===== src/rtl/key_pkg.sv =====
// Shared constants and helpers for the push-button front end.
// All timing is expressed in board-clock cycles.
package key_pkg;

    localparam int KEY_CLK_HZ = 27_000_000;

    // Convert a duration in milliseconds to board-clock cycles.
    function automatic int ms_to_cycles(input int ms);
        return (KEY_CLK_HZ / 1000) * ms;
    endfunction

    // 20 ms of stability before a level change is accepted.
    localparam int KEY_DEB_CYCLES_DEF  = ms_to_cycles(20);
    // 1 s of continuous hold before a long-press event.
    localparam int KEY_LONG_CYCLES_DEF = ms_to_cycles(1000);

    // Single-cycle event flags produced by one key channel.
    typedef struct packed {
        logic press;
        logic rel;
        logic lng;
    } key_evt_t;

endpackage


===== src/rtl/key_debounce_ch.sv =====
// One key channel: 2-flop synchronizer, debounce counter, hold counter
// and registered single-cycle press / release / long-press events.
module key_debounce_ch
    import key_pkg::*;
#(
    parameter int KEY_ACT_HIGH = 1,
    parameter int DEB_CYCLES   = KEY_DEB_CYCLES_DEF,
    parameter int LONG_CYCLES  = KEY_LONG_CYCLES_DEF
) (
    input  logic gclk,
    input  logic gresetn,
    input  logic key_pin,
    output logic level,
    output logic press,
    output logic rel,
    output logic lng
);

    localparam int DW = $clog2(DEB_CYCLES);
    localparam int HW = $clog2(LONG_CYCLES);

    // Pin level that means "pressed", and its complement (the idle level).
    localparam logic PIN_ACTIVE = (KEY_ACT_HIGH != 0);
    localparam logic PIN_IDLE   = ~PIN_ACTIVE;

    localparam logic [DW-1:0] DEB_LAST  = DW'(DEB_CYCLES - 1);
    localparam logic [HW-1:0] HOLD_LAST = HW'(LONG_CYCLES - 1);
    localparam logic [HW-1:0] HOLD_PRE  = HW'(LONG_CYCLES - 2);

    logic            sync1_reg;
    logic            sync2_reg;
    logic            level_reg;
    logic [DW-1:0]   deb_cnt_reg;
    logic [HW-1:0]   hold_cnt_reg;
    key_evt_t        evt_reg;

    logic            pressed;
    logic            commit;

    // Synchronized pin translated to "1 = pressed"; commit when the
    // disagreement has been stable for the full debounce window.
    always_comb begin
        pressed = (sync2_reg == PIN_ACTIVE);
        commit  = (pressed != level_reg) && (deb_cnt_reg == DEB_LAST);
    end

    // Two-flop synchronizer; reset preloads the idle pin level so a key
    // held through reset is seen as a fresh change afterwards.
    always_ff @(posedge gclk) begin
        if (!gresetn) begin
            sync1_reg <= PIN_IDLE;
            sync2_reg <= PIN_IDLE;
        end else begin
            sync1_reg <= key_pin;
            sync2_reg <= sync1_reg;
        end
    end

    // Debounce: count cycles of disagreement, any agreement restarts the window.
    always_ff @(posedge gclk) begin
        if (!gresetn) begin
            level_reg   <= 1'b0;
            deb_cnt_reg <= '0;
            evt_reg.press <= 1'b0;
            evt_reg.rel   <= 1'b0;
        end else begin
            evt_reg.press <= 1'b0;
            evt_reg.rel   <= 1'b0;
            if (pressed == level_reg) begin
                deb_cnt_reg <= '0;
            end else if (commit) begin
                level_reg     <= pressed;
                deb_cnt_reg   <= '0;
                evt_reg.press <= pressed;
                evt_reg.rel   <= ~pressed;
            end else begin
                deb_cnt_reg <= deb_cnt_reg + 1'b1;
            end
        end
    end

    // Hold timer: runs while pressed, saturates, and fires once per press.
    // The release commit edge clears it so a late long event cannot slip out.
    always_ff @(posedge gclk) begin
        if (!gresetn) begin
            hold_cnt_reg <= '0;
            evt_reg.lng  <= 1'b0;
        end else if (!level_reg || commit) begin
            hold_cnt_reg <= '0;
            evt_reg.lng  <= 1'b0;
        end else if (hold_cnt_reg != HOLD_LAST) begin
            hold_cnt_reg <= hold_cnt_reg + 1'b1;
            evt_reg.lng  <= (hold_cnt_reg == HOLD_PRE);
        end else begin
            evt_reg.lng  <= 1'b0;
        end
    end

    assign level = level_reg;
    assign press = evt_reg.press;
    assign rel   = evt_reg.rel;
    assign lng   = evt_reg.lng;

endmodule


===== src/rtl/key_debounce_evt.sv =====
// Multi-key debouncer: N_KEYS fully independent channels, each producing a
// clean pressed level and single-cycle press / release / long-press pulses.
module key_debounce_evt
    import key_pkg::*;
#(
    parameter int N_KEYS       = 4,
    parameter int KEY_ACT_HIGH = 1,
    parameter int DEB_CYCLES   = KEY_DEB_CYCLES_DEF,
    parameter int LONG_CYCLES  = KEY_LONG_CYCLES_DEF
) (
    input  logic              gclk,
    input  logic              gresetn,
    input  logic [N_KEYS-1:0] key,
    output logic [N_KEYS-1:0] key_level,
    output logic [N_KEYS-1:0] key_press,
    output logic [N_KEYS-1:0] key_release,
    output logic [N_KEYS-1:0] key_long
);

    // One channel per key; no state is shared between channels.
    generate
        for (genvar gi = 0; gi < N_KEYS; gi++) begin : g_ch
            key_debounce_ch #(
                .KEY_ACT_HIGH (KEY_ACT_HIGH),
                .DEB_CYCLES   (DEB_CYCLES),
                .LONG_CYCLES  (LONG_CYCLES)
            ) u_ch (
                .gclk    (gclk),
                .gresetn (gresetn),
                .key_pin (key[gi]),
                .level   (key_level[gi]),
                .press   (key_press[gi]),
                .rel     (key_release[gi]),
                .lng     (key_long[gi])
            );
        end
    endgenerate

endmodule


===== config.mk =====
export PLATFORM = sky130hd
export DESIGN_NAME = key_debounce_evt
export DESIGN_NICKNAME = d
export VERILOG_FILES = /design/src/rtl/key_pkg.sv /design/src/rtl/key_debounce_ch.sv /design/src/rtl/key_debounce_evt.sv
export SDC_FILE = /design/constraint.sdc
export NUM_CORES = 1
export LEC_CHECK = 0
export BUFFER_PORTS_ARGS = -buffer_cell sky130_fd_sc_hd__buf_2
export CAP_MARGIN = 25
export CORE_MARGIN = 3
export CORE_UTILIZATION = 59
export DETAILED_ROUTE_END_ITERATION = 8
export PLACE_DENSITY_LB_ADDON = 0.2
export SETUP_SLACK_MARGIN = 0.02
export SYNTH_ARGS = -nofsm -noshare
export SYNTH_HDL_FRONTEND = slang
export SYNTH_HIERARCHICAL = 1
export SYNTH_SLANG_ARGS = --single-unit
export TNS_END_PERCENT = 5

===== constraint.sdc =====
create_clock -name gclk -period 4.9 [get_ports gclk]
set_input_delay 0.735 -clock gclk [delete_from_list [all_inputs] [get_ports gclk]]
set_output_delay 0.735 -clock gclk [all_outputs]
set_load 0.005 [all_outputs]

## Word-level counts from Yosys, hierarchy flattened

Cells that the tools add are included.

| operators by class | value |
|---|---|
| order comparisons | 0 |
| mux-type cells | 0 |
| reduce and logical (&&, ||, !) cells | 32 |
| div/mod/pow operators | 0 |
| $add $sub $neg | 8 |
| bitwise operators | 17 |
| equal/unequal tests | 20 |
| multiply operators | 0 |
| shift-type cells | 0 |

Operators by type and width:

| cell | number |
|---|---|
| $add 25x1->25 const B | 4 |
| $eq 25x25->1 const B | 4 |
| $ne 25x25->1 const B | 4 |
| $add 20x1->20 const B | 4 |
| $eq 20x20->1 const B | 4 |
| $reduce_or 3->1 | 12 |
| $not 1->1 | 17 |
| $reduce_and 2->1 | 4 |
| $reduce_or 2->1 | 4 |
| $eq 1x1->1 | 4 |
| $logic_and 1x1->1 | 4 |
| $logic_not 1->1 | 4 |
| $logic_or 1x1->1 | 4 |
| $ne 1x1->1 | 4 |

| word-level totals | value |
|---|---|
| memories kept | 0 |
| word-level logic and storage cells | 109 |
| register bits | 204 |
| ROM bits | 0 |
| RAM bits | 0 |
| bits of input ports | 6 |
| output and inout bits | 16 |
| latch bits | 0 |

## Logic depth before layout (Yosys ltp)

| logic depth | value |
|---|---|
| depth after elaboration | 4 |
| gate-level depth with buffers | 7 |
| mapped depth without buffers | 5 |

## Hierarchy

The synthesis kept the hierarchy.

By module, submodules not included:

| module | sequential area each (um^2) | area an instance (um^2) | instances | cells an instance |
|---|---|---|---|---|
| key_debounce_ch | 1021.0 | 2406.1 | 4 | 274 |

## Worst setup path after synthesis

No wires, ideal clock.

| path | value |
|---|---|
| kind | register to register |
| start | register g_ch[0].u_ch.hold_cnt_reg[1] |
| end | register g_ch[0].u_ch.hold_cnt_reg[22] |
| path slack | 2.979 ns |
| path buffers | 1 |
| setup time | 0.070 ns |
| data arrival time | 1.852 ns |
| stages on the path, launching flop included | 7 |
| data required time | 4.830 ns |
| period minus slack after synthesis | 1.921 ns |
| cells stage by stage | dfxtp_1 -> ha_1 -> nand3_1 -> or3_1 -> buf_2 -> or4_1 -> a21oi_1 |

| between the ends | value |
|---|---|
| cells in the longest elaborated chain, start to end | 1 |
| elaborated cells on any way between the ends | 2 |
| those cells by class | add/sub (1); eq/ne (1) |

Ends and longest elaborated chain:

| element | line | text |
|---|---|---|
| start, declared | key_debounce_ch.sv:34 | `logic [HW-1:0] hold_cnt_reg;` |
| start signal, assigned | key_debounce_ch.sv:92 | `hold_cnt_reg <= hold_cnt_reg + 1'b1;` |
| $add 25x1->25 or $ne 25x25->1 (tied branches) | key_debounce_ch.sv:92, key_debounce_ch.sv:91 |  |

Several ways; a longest one is shown, not always the timed one.
A chain may end at the register's enable or synchronous reset.

## Final worst setup path

| path | value |
|---|---|
| start | register g_ch[0].u_ch.deb_cnt_reg[0] |
| end | register g_ch[0].u_ch.deb_cnt_reg[17] |

| between the ends | value |
|---|---|
| cells in the longest elaborated chain, start to end | 3 |
| elaborated cells on any way between the ends | 4 |
| those cells by class | add/sub (1); eq/ne (1); reduce/logical (2) |

Ends and longest elaborated chain:

| element | line | text |
|---|---|---|
| start, declared | key_debounce_ch.sv:33 | `logic [DW-1:0] deb_cnt_reg;` |
| start signal, assigned | key_debounce_ch.sv:77 | `deb_cnt_reg <= deb_cnt_reg + 1'b1;` |
| parallel branches: the longest is 3 deep, another holds $add 20x1->20 | -- |  |

Parallel ways; which one is timed is not known.

==> metrics.cfg <==
[status]
status = complete, no violations

[detailed_routing]
drt-total-wl_um = 18700
antenna_left = 0
first_iter_violations = 388
drc = 0
dr.pass1.iters = 4
vias = 8046
viasPerCell = 5.98
avgRoutedWirePerCell_um = 13.9

[clock_network]
cts-root-buf = clkbuf_16
htreeDepth = 1
clk_latency_ns = 0.50
cts_setup_buffers = 0
cts_buffer_depth = 3
numCtsBuffers = 22
cts.sinks = 204
cts_hold_buf = 0
cts_tree = built
cts.reportedPaths.clkPinSlew_ns = 0.06
cts_resized = 0

[setup_path]
cp-startpoint = g_ch[0].u_ch/deb_cnt_reg[0]
rr_endpoint = g_ch[0].u_ch/deb_cnt_reg[17]
path_max_fanout = 11
arrival_ns = 2.83
r2r_slack_ns = 2.45
critPathCaptureType = flop
worstRegToRegCells = 6
worst-setup-path-type = flop to flop
rr_startpoint = g_ch[0].u_ch/deb_cnt_reg[0]
crit_required_ns = 5.27
setup.worst_path.start_class = flop

[floorplan]
coreArea_um2 = 15900
die_h_um = 134
pin_count = 22
dieArea_um2 = 17900
initial_core_util_pct = 60.4
rows = 46
fp.dieW_um = 134

[flow_run]
maxCapViolations = 0

[sta]
fin_skew_ns = 0.0156
fin_crit_ns = 2.46
slew_headroom_pct = 40.9
max_clock_freq_mhz = 407
setup_violations = 0
rsz0062_at_grt = false
hold_violations = 0
tightest_slew_ns = 0.882
slew_violations = 0
tns_ns = 0
fin_crit_sh_pct = 50.1

[worst_hold_path]
worstHoldPathType = flop to flop
worstHoldStart = g_ch[2].u_ch/sync1_reg
hold_depth = 1
whs_endpoint = g_ch[2].u_ch/pressed

[yosys]
synth_top_family_by_area = simple AND/OR/NAND/NOR gates
synth-simple-area-share_pct = 31.7
synthXorXnorAreaFrac_pct = 7.28
ys_warn_count = 6
ys_seq_elements = 204
yosys.area.top_type = dfxtp_1
synth_compound_area_share_pct = 12.9
syn-cell-area_um2 = 9620
avgSynthCellArea_um2 = 8.78
synthMuxAreaShare_pct = 0.416
synth.top_cell.area_share_pct = 42.4
yosys-top-cells-area = dfxtp_1 (42%), a21oi_1 (4.2%), nor2_1 (3.7%)
syn_nets = 1114
synthAdderAreaFrac_pct = 1.56
synth_cells = 1096
yosysSeqAreaShare_pct = 42.4
yosys.cell_types.count = 45

[power]
design_power_total_uw = 3310
leakagePower_uw = 0.00305
p_per_area_nw_per_um2 = 311
ir_drop_v = 0.000236

[global_route]
grt_pass1_vias = 7310
gr-total-overflow = 0
grt_pass1_wl_um = 32900
antenna_found_initial = 0
gr-usage-all-layers_pct = 20.9
grt_max_degree = 29

[finish]
n_antenna_cell = 0
largest_reg_flops = 100
num-nets-final = 1135
fillers = 1354
layout-drive-gt1-share_pct = 8.94
area_delta_synth_final_pct = 10.3

[placed_design]
dpl.hpwl_um = 12700
gp_congestion = 0.802
io_buffers = 21

[cells by family (layout without fill, tap and decap cells)]
logic type,after synthesis,count (layout)
DFF,204,204
buffers and inverters,80,114
xor gates and xnor gates,80,80
muxes,4,4
adders and majority gates,12,12
and+or+nand+nor,520,520
AOI/OAI and AO/OA,196,196
[synthesized netlist by cell type]
cell type	number
o31ai_1	36
a311oi_1	4
o21a_1	4
nand4_1	52
a31o_2	4
and3_2	4
buf_2	20
and2_1	16
nor4_1	44
a31oi_1	4
o211ai_1	4
o211ai_2	4
and4_2	4
nand3_1	52
nor4bb_1	4
or4_4	4
a21oi_1	80
or4b_1	8
xor2_1	40
o21ai_0	28
clkbuf_1	8
nor4b_1	4
nor2_1	96
buf_6	4
nand3_2	4
nand2_1	64
and4_1	24
nand3b_1	4
xnor2_1	40
o2111ai_1	8
nor3_1	36
o41ai_1	4
or3_1	28
ha_1	12
and3_1	8
a21oi_2	4
nand4_2	4
or2_2	4
nor4_2	4
mux2i_1	4
a211oi_1	12
inv_1	48
or4_1	40
dfxtp_1	204
nand4b_1	12
[routing by layer]
| layer | part of all wire (%) | vias up | wire (µm) | track usage, % |
|---|---|---|---|---|
| met5 | 0 | - | 0 | 0 |
| met4 | 2.1 | 0 | 401 | 5.20 |
| met3 | 3.3 | 31 | 623 | 3.59 |
| met2 | 45 | 105 | 8460 | 33.8 |
| met1 | 49 | 3728 | 9200 | 29.3 |
| li1 | - | 4182 | - | - |
[worst max-delay path by stage]
stage | end | slack, ns | cells past startpoint
final | g_ch[0].u_ch/deb_cnt_reg[17] | 2.45 | 6
after global routing | g_ch[0].u_ch/deb_cnt_reg[17] | 2.22 | 6
after CTS | g_ch[0].u_ch/deb_cnt_reg[17] | 2.44 | 6
after detailed placement | g_ch[0].u_ch/deb_cnt_reg[17] | 2.47 | 6
after global placement | g_ch[0].u_ch/level | 2.46 | 5
after floorplan | g_ch[0].u_ch/hold_cnt_reg[22] | 2.98 | 6
[report_power, final]
part           total (µW)  switching, µW  internal, µW  leakage [µW]
registers            1670           2.52          1660       0.00164
clock network        1620            632           988      0.000348
logic                20.3           14.2          6.04       0.00106
[critical path, stage by stage (launching register included)]
cell and delay [ns]:
dfxtp_1 0.37, ha_1 0.21, and4_1 0.31, nand3_1 0.27
o211ai_1 0.80, buf_4 0.31, a21oi_1 0.06
[area by class of cell]
type | instances | area [µm²] | share of cell area [%]
multi-input combinational | 812 | 5180 | 48.8
sequential | 204 | 4080 | 38.5
clock buffer | 30 | 622 | 5.86
tap | 216 | 270 | 2.55
timing repair buffer | 29 | 188 | 1.77
inverter | 48 | 180 | 1.70
clock inverter | 7 | 87.6 | 0.825
[stage by stage]
step	instance area, µm²	std cells	hold slack, ns	worst slack [ns]	utilization, %
final	10600	1346	0.423	2.45	66.6
after global routing	10600	1346	0.426	2.22	66.6
after CTS	10600	1346	0.420	2.44	66.6
after detailed placement	9910	1309	0.421	2.47	62.1
after global placement	9850	1305	0.414	2.46	61.8
after floorplan	9620	1096	0.412	2.98	-
[cells in the final DEF, fill, tap and decap left out, drive strengths merged, types with 29 or more instances in the layout]
| master | instances |
|---|---|
| inv | 48 |
| nor4 | 48 |
| dfxtp | 204 |
| clkbuf | 30 |
| xnor2 | 40 |
| o31ai | 36 |
| buf | 29 |
| nor2 | 96 |
| nand2 | 64 |
| a21oi | 84 |
| nor3 | 36 |
| nand3 | 56 |
| nand4 | 56 |
| xor2 | 40 |
| or4 | 44 |
Note: power is estimated with default switching activity, not from simulation.
